$ cat config.mk
export PLATFORM = sky130hd
export DESIGN_NAME = video_dram_sched
export DESIGN_NICKNAME = d
export VERILOG_FILES = /design/src/rtl/video_sched_pkg.sv /design/src/rtl/video_sched_pipe.sv /design/src/rtl/video_dram_sched.sv
export SDC_FILE = /design/constraint.sdc
export NUM_CORES = 1
export LEC_CHECK = 0
export ABC_AREA = 1
export CORE_MARGIN = 1.5
export CORE_UTILIZATION = 35
export CTS_CLUSTER_DIAMETER = 120
export DETAILED_ROUTE_END_ITERATION = 10
export GPL_ROUTABILITY_DRIVEN = 0
export HOLD_SLACK_MARGIN = 0.15
export PLACE_DENSITY = 0.73
export SLEW_MARGIN = 20
export SYNTH_ARGS = -nofsm -noshare
export SYNTH_HDL_FRONTEND = slang
export SYNTH_SLANG_ARGS = --single-unit
$ cat constraint.sdc
create_clock -name clk -period 3.29 [get_ports clk]
set_input_delay 0.658 -clock clk [delete_from_list [all_inputs] [get_ports clk]]
set_output_delay 0.658 -clock clk [all_outputs]
set_load 0.01 [all_outputs]
$ cat src/rtl/video_sched_pkg.sv
// Shared source encodings and defaults for the video DRAM slot scheduler.
package video_sched_pkg;

    localparam logic [1:0] SRC_VID = 2'd0;
    localparam logic [1:0] SRC_TM  = 2'd1;
    localparam logic [1:0] SRC_TS  = 2'd2;
    localparam logic [1:0] SRC_CPU = 2'd3;

    localparam int RD_LAT_DEF = 2;

    function automatic logic [3:0] src_onehot(input logic [1:0] src);
        return 4'b0001 << src;
    endfunction

endpackage

$ cat src/rtl/video_sched_pipe.sv
// Read-latency delay line of granted sources; decodes the delivered entry into one next strobe.
module video_sched_pipe
    import video_sched_pkg::*;
#(
    parameter int RD_LAT = RD_LAT_DEF
) (
    input  logic       clk,
    input  logic       res,
    input  logic       in_vld,
    input  logic [1:0] in_src,
    output logic [3:0] next
);

    logic [RD_LAT-1:0] vld_p;
    logic [1:0]        src_p [RD_LAT];

    always_ff @(posedge clk or posedge res) begin
        if (res) begin
            vld_p <= '0;
        end else begin
            vld_p[0] <= in_vld;
            for (int i = 1; i < RD_LAT; i++) begin
                vld_p[i] <= vld_p[i-1];
            end
        end
    end

    // Source tags need no reset: they are only looked at when their valid bit is set.
    always_ff @(posedge clk) begin
        src_p[0] <= in_src;
        for (int i = 1; i < RD_LAT; i++) begin
            src_p[i] <= src_p[i-1];
        end
    end

    assign next = vld_p[RD_LAT-1] ? src_onehot(src_p[RD_LAT-1]) : 4'b0000;

endmodule

$ cat src/rtl/video_dram_sched.sv
// Per-slot DRAM read-port arbiter: video burst > tile map > {TS, CPU} ordered by ts_lp.
module video_dram_sched
    import video_sched_pkg::*;
#(
    parameter int AW     = 21,
    parameter int RD_LAT = RD_LAT_DEF
) (
    input  logic          clk,
    input  logic          res,
    input  logic          slot,
    input  logic          video_go,
    input  logic [AW-1:0] video_addr,
    input  logic [4:0]    video_bw,
    input  logic          tm_req,
    input  logic [AW-1:0] tm_addr,
    input  logic          ts_req,
    input  logic [AW-1:0] ts_addr,
    input  logic          ts_lp,
    input  logic          cpu_req,
    input  logic          cpu_rnw,
    input  logic [AW-1:0] cpu_addr,
    output logic          dram_req,
    output logic [AW-1:0] dram_addr,
    output logic          dram_rnw,
    output logic          video_pre_next,
    output logic          tm_pre_next,
    output logic          ts_pre_next,
    output logic          cpu_pre_next,
    output logic          video_next,
    output logic          tm_next,
    output logic          ts_next,
    output logic          cpu_next,
    output logic          video_busy,
    output logic          video_ovr
);

    logic [4:0]    vcnt;
    logic [AW-1:0] vaddr;
    logic [4:0]    cnt_eff;
    logic [AW-1:0] addr_eff;
    logic          grant;
    logic [1:0]    gsrc;
    logic [AW-1:0] gaddr;
    logic          grnw;
    logic [3:0]    pre_p0;
    logic          vld_p0;
    logic [1:0]    src_p0;
    logic [3:0]    next_strb;

    // A video_go in the decision cycle is visible to that same decision.
    always_comb begin
        cnt_eff  = video_go ? video_bw : vcnt;
        addr_eff = video_go ? video_addr : vaddr;
        grant    = 1'b0;
        gsrc     = SRC_VID;
        gaddr    = addr_eff;
        grnw     = 1'b1;
        if (slot) begin
            if (cnt_eff != '0) begin
                grant = 1'b1;
            end else if (tm_req) begin
                grant = 1'b1; gsrc = SRC_TM;  gaddr = tm_addr;
            end else if (ts_lp && cpu_req) begin
                grant = 1'b1; gsrc = SRC_CPU; gaddr = cpu_addr; grnw = cpu_rnw;
            end else if (ts_req) begin
                grant = 1'b1; gsrc = SRC_TS;  gaddr = ts_addr;
            end else if (cpu_req) begin
                grant = 1'b1; gsrc = SRC_CPU; gaddr = cpu_addr; grnw = cpu_rnw;
            end
        end
    end

    // Grant stage: registered request, strobes and pipeline entry
    always_ff @(posedge clk or posedge res) begin
        if (res) begin
            vcnt       <= '0;
            vaddr      <= '0;
            dram_req   <= 1'b0;
            dram_addr  <= '0;
            dram_rnw   <= 1'b1;
            pre_p0     <= '0;
            vld_p0     <= 1'b0;
            video_busy <= 1'b0;
            video_ovr  <= 1'b0;
        end else begin
            video_ovr <= video_go && (vcnt != '0);
            dram_req  <= grant;
            pre_p0    <= grant ? src_onehot(gsrc) : 4'b0000;
            vld_p0    <= grant && !(gsrc == SRC_CPU && !grnw);
            if (grant) begin
                dram_addr <= gaddr;
                dram_rnw  <= grnw;
            end
            if (grant && gsrc == SRC_VID) begin
                vcnt       <= cnt_eff - 5'd1;
                vaddr      <= addr_eff + AW'(1);
                video_busy <= (cnt_eff != 5'd1);
            end else begin
                vcnt       <= cnt_eff;
                vaddr      <= addr_eff;
                video_busy <= (cnt_eff != '0);
            end
        end
    end

    always_ff @(posedge clk) begin
        src_p0 <= gsrc;
    end

    video_sched_pipe #(.RD_LAT(RD_LAT)) u_pipe (
        .clk    (clk),
        .res    (res),
        .in_vld (vld_p0),
        .in_src (src_p0),
        .next   (next_strb)
    );

    assign video_pre_next = pre_p0[SRC_VID];
    assign tm_pre_next    = pre_p0[SRC_TM];
    assign ts_pre_next    = pre_p0[SRC_TS];
    assign cpu_pre_next   = pre_p0[SRC_CPU];
    assign video_next     = next_strb[SRC_VID];
    assign tm_next        = next_strb[SRC_TM];
    assign ts_next        = next_strb[SRC_TS];
    assign cpu_next       = next_strb[SRC_CPU];

endmodule

==> out/metrics.yaml <==
final.setup_skew_ns: 0.00554
cp_top_family: "simple AND/OR/NAND/NOR gates"
syn_area_per_cell_um2: 5.88
clock.fmax_ghz: 0.377
wl_mm: 15.1
nets: 1023
yosys_warnings: 0
cap_violations: 0
dieArea_um2: 14100
dpl.cell_count: 1087
die_h_um: 119
fin_setup_tns_ns: 0
drive_gt1_share_pct: 6.15
hp-class: "flip-flop to flip-flop"
synth_cell_type_count: 32
seqPwrFrac_pct: 33.9
r2r-end: "dram_addr[13]"
tightest_slew_ns: 0.535
grt-ovfl-total: 0
ir_drop_v: 0.000202
cp.arrival_ns: 2.88
wl_met2_mm: 6.88
antenna_found_initial: 0
critPathMaxStageDelay_ns: 0.42
wl_per_cell_um: 13.7
finalHoldViolations: 0
cp-startpoint: "video_bw[0]"
r2r_setup_slack_ns: 1.08
netlist_area_um2: 4690
cts-root-buf: "clkbuf_16"
coreArea_um2: 13200
top_layer: "met4"
cts.sink_count: 64
worstPathRequired_ns: 3.52
crit_type: "primary input to flip-flop"
cp.depth: 11
cts-resized-gates: 0
synthesis.nets: 899
postCtsSetupRepairBufs: 0
crit_chain: "clkdlybuf4s50_1 > or2_2 > o21ai_0 > ha_1 > inv_1 > nor2_4 > nand3_2 > nand2_1 > inv_2 > nand3_1 > nand2_1"
ant_nets: 0
combPwrFrac_pct: 26.9
setup_violations: 0
r2r-start: "vcnt[0]"
post-route-min-period_ns: 2.65
slew_viol_final: 0
first_pass_iters: 7
fin_cells: 1103
mostFrequentLayoutCells: "nand2_1 (442), clkdlybuf4s50_1 (129), inv_1 (69), nand3_1 (58), dfrtp_1 (57)"
power.share.clock_pct: 39.2
ios: 131
p_switching_w: 0.000848
rsz0062_at_grt: "false"
area_growth_pct: 38.4
synth_area_leaders: "nand2_1 (35%), dfrtp_1 (30%), nand3_1 (6.2%)"
vias_per_cell: 4.75
p_sw_share_pct: 31.2
cts_buffers: 9
power.density_nw_per_um2: 418
crit_top_cell: "nand2_1"
tritoncts: "yes"
met3_length_mm: 1.08
mostFrequentLayoutCell: "nand2_1"
r2r_cells: 9
fp.dieW_um: 119
drcViolationCount: 0
htreeDepth: 3
yosys_register_bits: 64
worstPathMaxFanout: 23
yosys.area.top_type_share_pct: 35.3
portBuffers: 130
dr.first_iter.drc_count: 520
cp-end-kind: "flip-flop"
grt_pass1_vias: 4977
num_antenna_cells: 0
yosysTopAreaCell: "nand2_1"
vias: 5240
total_leakage_power_nw: 3.37
ys_seq_area_share_pct: 33.5
clkLatencyLatePin_ns: 0.34
cts_hold_buf: 0
synth_cells: 798
crit_end: "dram_addr[13]"
holdWs_ns: 0.325
status: "finished, final reports clean"
cts_max_path_buffers: 2
clk_pin_slew_ns: 0.06
path_buf_inv: 3
start_util_pct: 35.6
grt_max_degree: 59
p_int_w: 0.00187
grt_pass1_wl_mm: 24.6
slew_headroom_pct: 64.0
cpMaxStageDelayCell: "clkdlybuf4s50_1"
grt_use_total_pct: 21.9
critPathLaunchType: "primary input"
wl_met1_mm: 6.82
period_share_pct: 80.6
dpl.hpwl_mm: 11.0
num_rows: 42
==> per-layer routing <==
layer / vias to the layer above / track usage, %
met5: - / 0
met4: 0 / 6.55
met3: 21 / 3.74
met2: 198 / 36.6
met1: 2346 / 28.9
li1: 2675 / -
==> worst min path at each step <==
stage | start | to | cells past startpoint
2_1_floorplan | src_p0[0] | u_pipe.src_p[0][0] | 0
3_3_place_gp | u_pipe.src_p[0][1] | u_pipe.src_p[0][3] | 0
3_5_place_dp | u_pipe.src_p[0][0] | u_pipe.src_p[0][2] | 0
4_1_cts | u_pipe.src_p[0][0] | u_pipe.src_p[0][2] | 0
5_1_grt | u_pipe.src_p[0][0] | u_pipe.src_p[0][2] | 0
6_report | u_pipe.src_p[0][1] | u_pipe.src_p[0][3] | 0
==> through the flow <==
stage	area [µm²]	util (%)	setup slack (ns)	total power [W]
final	6500	49.3	0.637	0.00271
after global routing	6500	49.3	0.386	0.00286
after CTS	6500	49.3	0.630	0.00272
after detailed placement	6170	46.8	0.282	0.00166
after global placement	6170	46.8	0.363	0.00165
after floorplan	4690	-	0.722	0.00133
==> registers in the layout (all words and copies together), names as in the netlist, 2 cells and up <==
name and cells:
src_p0 2, vcnt 5, u_pipe.vld_p 2, vaddr 21, pre_p0 4, u_pipe.src_p 4, dram_addr 21
==> power groups by stage <==
stage | clock network (W) | logic, W | registers [W]
floorplan | 0 | 0.000389 | 0.000940
detailed placement | 0 | 0.000724 | 0.000932
global placement | 0 | 0.000715 | 0.000931
CTS | 0.00108 | 0.000730 | 0.000919
global route | 0.00112 | 0.000815 | 0.000927
finish | 0.00106 | 0.000729 | 0.000919
==> cell usage after synthesis <==
library cell and n:
nor2_4 3, clkinv_1 1, or4_1 1, ha_1 3, o21a_1 1, nand2_2 2
nand3_2 2, o21ai_1 5, dfstp_2 1, xor2_1 10, nor2_1 44, or2_2 3
dfrtp_1 57, buf_4 6, nand3_1 58, o21ai_0 30, and2_1 2, buf_2 8
a21oi_1 1, nand4_2 1, dfxtp_1 6, inv_1 70, nand4_1 2, nand2_1 442
nor3_1 7, nor2_2 2, o21ai_2 4, a21boi_0 2, inv_2 3, buf_6 3
inv_4 1, clkbuf_1 17
==> kinds of logic (layout without fill, tap and decap cells) <==
| logic type | count (synthesis) | count (layout) | share of synthesized area, % |
|---|---|---|---|
| adders and majority gates | 3 | 3 | 0.800 |
| and+or+nand+nor | 569 | 569 | 48.8 |
| xor gates and xnor gates | 10 | 10 | 1.87 |
| DFF | 64 | 64 | 33.5 |
| buffers and inverters | 109 | 238 | 9.94 |
| AOI/OAI and AO/OA | 43 | 43 | 5.06 |
==> worst register-to-register path: stages, from the launching register on <==
cell     delay, ns
dfrtp_1       0.40
o21ai_0       0.37
ha_1          0.22
inv_1         0.08
nor2_4        0.18
nand3_2       0.11
nand2_1       0.25
inv_2         0.25
nand3_1       0.18
nand2_1       0.06
==> layout make-up <==
cell class                 count  area (µm²)
multi-input combinational    625        2660
timing repair buffer         147        1440
fill                        1333        6690
sequential                    64        1570
tap                          176         220
inverter                      75         284
clock buffer                   9         225
clock inverter                 7         103
No activity file was read; power rests on OpenSTA's default activity.
